==> src/rtl/accum_load_ctrl.sv <==
// Batch accumulate controller: drives the load/clear/next-value pins of an external
// accumulator register, summing MAX_COUNT operands with saturation and a sticky overflow flag.
module accum_load_ctrl #(
   parameter int MAX_WIDTH = 8,
   parameter int MAX_COUNT = 4,
   localparam int CW = $clog2(MAX_COUNT + 1)
) (
   input  logic                 clk,
   input  logic                 rst,
   input  logic                 in_valid,
   output logic                 in_ready,
   input  logic [MAX_WIDTH-1:0] in_data,
   input  logic                 clr_req,
   input  logic                 ack,
   input  logic [MAX_WIDTH-1:0] reg_q,
   output logic [MAX_WIDTH-1:0] reg_d,
   output logic                 reg_en,
   output logic                 reg_sclr,
   output logic                 busy,
   output logic                 done,
   output logic                 ovf,
   output logic [1:0]           dbg_state_o,
   output logic [CW-1:0]        dbg_cnt_o
);

   // Handshake: an operand transfers on a rising clk edge where in_valid and in_ready are both 1.
   // in_ready is a pure function of state, clr_req and rst; it never depends on in_valid.
   typedef enum logic [1:0] {
      IDLE  = 2'd0,
      ACCUM = 2'd1,
      DONE  = 2'd2
   } state_t;

   state_t         state_q, state_d;
   logic [CW-1:0]  cnt_q, cnt_d;
   logic           ovf_q, ovf_d;
   logic [MAX_WIDTH:0] sum;
   logic [CW-1:0]  cnt_inc;
   logic           accept;

   assign sum     = {1'b0, reg_q} + {1'b0, in_data};
   assign cnt_inc = cnt_q + CW'(1);
   assign in_ready = !rst && !clr_req && (state_q != DONE);
   assign accept   = in_valid && in_ready;

   always_ff @(posedge clk or posedge rst) begin
      if (rst) begin
         state_q <= IDLE;
         cnt_q   <= '0;
         ovf_q   <= 1'b0;
      end else begin
         state_q <= state_d;
         cnt_q   <= cnt_d;
         ovf_q   <= ovf_d;
      end
   end

   always_comb begin
      state_d  = state_q;
      cnt_d    = cnt_q;
      ovf_d    = ovf_q;
      reg_d    = '0;
      reg_en   = 1'b0;
      reg_sclr = 1'b0;
      if (rst) begin
         state_d = IDLE;
      end else if (clr_req) begin
         // Abort outranks acceptance, ack and batch completion alike.
         reg_sclr = 1'b1;
         reg_en   = 1'b1;
         state_d  = IDLE;
         cnt_d    = '0;
         ovf_d    = 1'b0;
      end else begin
         unique case (state_q)
            IDLE: begin
               if (accept) begin
                  reg_d   = in_data;
                  reg_en  = 1'b1;
                  cnt_d   = CW'(1);
                  ovf_d   = 1'b0;
                  state_d = (MAX_COUNT == 1) ? DONE : ACCUM;
               end
            end
            ACCUM: begin
               if (accept) begin
                  reg_en = 1'b1;
                  if (sum[MAX_WIDTH]) begin
                     reg_d = '1;
                     ovf_d = 1'b1;
                  end else begin
                     reg_d = sum[MAX_WIDTH-1:0];
                  end
                  cnt_d = cnt_inc;
                  if (cnt_inc == CW'(MAX_COUNT)) state_d = DONE;
               end
            end
            DONE: begin
               if (ack) state_d = IDLE;
            end
            default: state_d = IDLE;
         endcase
      end
   end

   assign busy        = (state_q == ACCUM);
   assign done        = (state_q == DONE);
   assign ovf         = ovf_q;
   assign dbg_state_o = state_q;
   assign dbg_cnt_o   = cnt_q;

endmodule

==> config.mk <==
export PLATFORM = sky130hd
export DESIGN_NAME = accum_load_ctrl
export DESIGN_NICKNAME = d
export VERILOG_FILES = /design/src/rtl/accum_load_ctrl.sv
export SDC_FILE = /design/constraint.sdc
export NUM_CORES = 1
export LEC_CHECK = 0
export CAP_MARGIN = 30
export CORE_UTILIZATION = 43
export DETAILED_ROUTE_END_ITERATION = 16
export HOLD_SLACK_MARGIN = 0.03
export MAX_ROUTING_LAYER = met4
export PLACE_DENSITY = 0.85
export RECOVER_POWER = 50
export SLEW_MARGIN = 30
export SYNTH_ARGS = -nofsm -noshare
export SYNTH_HDL_FRONTEND = slang
export SYNTH_SLANG_ARGS = --single-unit
==> constraint.sdc <==
create_clock -name clk -period 7.09 [get_ports clk]
set_input_delay 2.127 -clock clk [delete_from_list [all_inputs] [get_ports clk]]
set_output_delay 2.127 -clock clk [all_outputs]
set_load 0.03 [all_outputs]
# After elaboration in Yosys (flattened, before gate mapping)
# Index checks and enable logic that the tools add are counted.
[op_classes]
addsub = 2
n_eq_ne = 11
mux = 28
n_bitwise = 1
reduce_logical = 11
[op_table]
columns = ["cell", "n"]
rows = [
  ["$mux 8", 5],
  ["$pmux 8 s2", 1],
  ["$mux 2", 6],
  ["$mux 1", 10],
  ["$add 8x8->9", 1],
  ["$mux 3", 3],
  ["$ne 4x3->1 const B", 2],
  ["$ne 4x4->1 const B", 2],
  ["$reduce_and 4->1", 2],
  ["$ne 3x2->1 const B", 2],
  ["$pmux 2 s3", 1],
  ["$pmux 3 s2", 1],
  ["$reduce_and 5->1", 1],
  ["$add 3x1->3 const B", 1],
  ["$eq 3x3->1 const B", 1],
  ["$logic_and 1x1->1", 3],
  ["$ne 3x3->1 const B", 1],
  ["$reduce_bool 3->1", 1],
  ["$eq 2x1->1 const B", 1],
  ["$eq 2x2->1 const B", 1],
  ["$logic_not 1->1", 2],
  ["$logic_not 2->1", 1],
  ["$ne 2x2->1 const B", 1],
  ["$pmux 1 s2", 1],
  ["2 further kinds", 2],
]
[word_totals]
ff_bits = 6
inputBits = 21
output_inout_bits = 19

# Longest topological paths before layout
[logic_depth]
word_depth = 8
depth_mapped = 7

# Least setup slack after synthesis
# Ideal clock, no wire load.
[synth_path]
path_kind = "input to output"
startpoint = "input in_data[0]"
endpoint = "output reg_d[4]"
arrival_time_ps = 4073
t_required_ps = 4963
path_slack_ps = 890
stages = 7
n_path_buf = 0
cell_sequence = "ha_1 fa_1 a21o_2 a21oi_1 mux2i_1 and3_1 nor3_1"
[synth_between]
elab_chain_cells = 6
[synth_lines]
columns = ["element", "line_no", "text"]
rows = [
  ["start, declared", "12", "input logic [MAX_WIDTH-1:0] in_data,"],
  ["$add 8x8->9", "41", "assign sum = {1'b0, reg_q} + {1'b0, in_data};"],
  ["$mux 8", "88", "if (sum[MAX_WIDTH]) begin"],
  ["$mux 8", "86", "if (accept) begin"],
  ["$pmux 8 s2", "75", "unique case (state_q)"],
  ["$mux 8", "67", "end else if (clr_req) begin"],
  ["$mux 8", "65", "if (rst) begin"],
  ["end, declared", "16", "output logic [MAX_WIDTH-1:0] reg_d,"],
]
# No other way between the ends.

# Worst setup path in the final report
[layout_path]
startpoint = "input in_data[2]"
endpoint = "output reg_d[7]"
# Same word-level chain as after synthesis.

==> metrics.cfg <==
[clock_tree]
cts-htree-levels=1
post_cts_resize_count=0
cts_tree=yes
cts.sinks=6
clkSlewWorstSetupHoldPaths_ns=0.04
cts_made_buffers=3
cts.hold.buffers_added=0
cts.root.buffer_cell=clkbuf_4
clk_path_buf_depth=2
worst_skew_pair.late_latency_ns=0.24
post-cts-setup-buffers=0

[timing]
clock-skew-final_ns=0.00162
aggregate_negative_setup_slack_ns=0
final-max-slew-violation-count=0
finalSetupViolations=0
unrepaired_setup_endpoints_after_global_routing=no
final_hold_viol_count=0
slew_headroom=0.700
worst_pin_slew_ns=0.445
fmax_mhz=143
shortest_clock_period_the_worst_path_allows_after_layout_ns=6.97
hold_slack_ns=0.511
fin_crit_sh=0.983

[worst_setup_path]
crit_chain=clkdlybuf4s50_1, ha_1, a21oi_2, nand2_2, a221o_1, a2111o_1, a32o_1, clkdlybuf4s50_1
critical_path_required_ns=4.96
timing.critical_path.buf_inv=2
reg2reg_slack_ns=5.53
worst_path_dominant_cell_family=compound AO/OA/AOI/OAI gates
critPathLaunch=in_data[2]
timing.setup.critical_path_class=input pin to output pin
setup.worst_path.end_class=output pin
crit_path_max_incr_delay_ns=0.60
critical_path.startpoint_type=input pin
crit-reg2reg-launch=dbg_state_o[0]
worst-r2r-cell-count=4
critPathMostFrequentCell=clkdlybuf4s50_1
r2r_end=dbg_cnt_o[2]
timing.critical_path.arrival_ns=4.85
cpMaxStageDelayCell=clkdlybuf4s50_1
critPathMaxFanout=5

[logic_synthesis]
synth-main-ff-cell=dfrtp_1
yosys_register_bits=6
synth-simple-area-share=0.248
synthesis.area_um2=792
synth_edf_count=0
main_combinational_cell_family_by_area_after_synthesis=compound AO/OA/AOI/OAI gates
synthDominantAreaCellType=dfrtp_1
synth_compound_gate_area_share=0.272
synth_fp_nets=131
synth_area_leaders=dfrtp_1, ha_1, a21oi_1
yosysTopAreaCellShare=0.190
synth_xor_xnor_area_share=0.0553
synth-adder-area-share=0.183
synthMuxAreaShare=0.0269
synthCells=99
async_reset_ff_frac=1.00
synth.lib_cells_used.distinct=39
ys_seq_area_frac=0.190
postSynthAreaPerCell_um2=8.00
yosys_warn_count=0

[layout]
layout.area.seq_um2=150
drive_above_1_share=0.0504
multiInputGateArea_um2=622
fillerInstances=141
final_non_filler_cells=164
n_antenna_cell=0
fin_nets=173
area_growth_syn_to_layout_pct=55.0
final_core_utilization=0.711

[drt]
drtIter0Drc=21
postRouteAntennaNets=0
num_vias=907
drc_violation_count_after_routing=0
length_of_the_first_detailed_routing_pass_in_iterations=4
ratio_of_routed_vias_to_standard_cells=5.53
routed_wl_mm=2.07
detail_route.wl_per_cell_um=12.6

[placed_design]
portBuffers=39
final_weighted_congestion_of_routability_driven_global_placement=0.876
post-dp-hpwl_mm=1.68
placed_cells_incl_taps=161

[die]
floorplan.die.width_um=44.9
die_height_um=44.9
floorplan.initialDensity=0.459
io_pins=40
die_footprint_um2=2020
design.core.area_um2=1730
floorplan.rows=15

[grt]
global_route.usage.met3=0.0120
global_route_wire_length_before_repair_mm=3.21
grt.busiest_layer=met2
number_of_global_route_vias_before_repair=799
number_of_antenna_violations_at_the_first_check_in_global_routing=0
globalRouteMet2Util=0.415
globalRoute.totalOverflow=0
groute.layer.met1.usage=0.244
grt_use_total=0.217
grt_start_max_net_pins=15

[power]
power-per-cell-area_nw_per_um2=117
max-vdd-ir-drop_mv=0.0839
power_consumption_uw=143
leakage_nw=0.555

[hold_path]
worstHoldStart=dbg_state_o[1]
endpoint_of_the_worst_hold_timing_path=dbg_state_o[0]
min_path_cells=1
worstHoldPathType=flip-flop to flip-flop

[run]
drv.max_cap_violation_count=0

[status]
outcome=finished clean

## cell families (layout without fill, tap and decap cells)
family / count (synthesis) / after routing
simple gates: 39 / 39
compound gates: 31 / 31
fa+ha+maj: 11 / 11
flops: 6 / 6
xor+xnor: 5 / 5
buf+inv: 5 / 45
mux: 2 / 2
## power by group
group          switching, mW  leakage [nW]  internal [mW]
registers            0.00271        0.0800         0.0365
logic                 0.0388         0.461         0.0352
clock network         0.0112        0.0138         0.0191
total                 0.0527         0.555         0.0908
## per-stage QoR
step	worst slack (ns)	cell area, um^2
after floorplan	0.890	792
after global placement	0.222	1200
after detailed placement	0.133	1200
after CTS	0.136	1230
after global routing	0.0503	1230
final	0.118	1230
## cell usage after synthesis, types with 2 or more instances
cell	number
xor2_1	2
nor3_1	3
nor2_1	8
inv_1	3
xnor2_1	3
o21ai_0	5
nor2b_1	5
a211oi_1	2
nand4_1	2
nand2_1	9
a21oi_1	8
dfrtp_1	6
a22o_1	2
and3_1	3
nand3_1	4
ha_1	10
a21o_1	2
## worst max-delay path by stage
stage	slack [ns]	endpoint	cells past startpoint
6_report	0.12	reg_d[7]	8
3_3_place_gp	0.22	reg_d[7]	8
3_5_place_dp	0.13	reg_d[7]	8
5_1_grt	0.05	reg_d[7]	8
4_1_cts	0.14	reg_d[7]	8
2_1_floorplan	0.89	reg_d[4]	7
## per-layer routing
layer | up-vias | wire length, um
li1 | 457 | -
met1 | 421 | 908
met2 | 29 | 1050
met3 | 0 | 106
met4 | 0 | 0
met5 | - | 0
## placed cells by master (no fill, tap or decap), types with 4 or more instances in the layout
cell,netlist,layout
ha_1,10,10
nor2b_1,5,5
nor2_1,8,8
o21ai_0,5,5
clkdlybuf4s50_1,0,32
nand2_1,9,9
dlygate4sd3_1,0,7
dfrtp_1,6,6
a21oi_1,8,8
nand3_1,4,4
## layout make-up
class,count,area share
Multi-Input combinational cell,88,0.507
Timing Repair Buffer,39,0.318
Sequential cell,6,0.122
Tap cell,25,0.0255
Clock buffer,3,0.0183
Inverter,3,0.00917
## registers in the layout (all words and copies together) (netlist names)
register,flops
dbg_cnt_o,3
dbg_state_o,2
ovf,1
(Power assumes the default switching activity.)
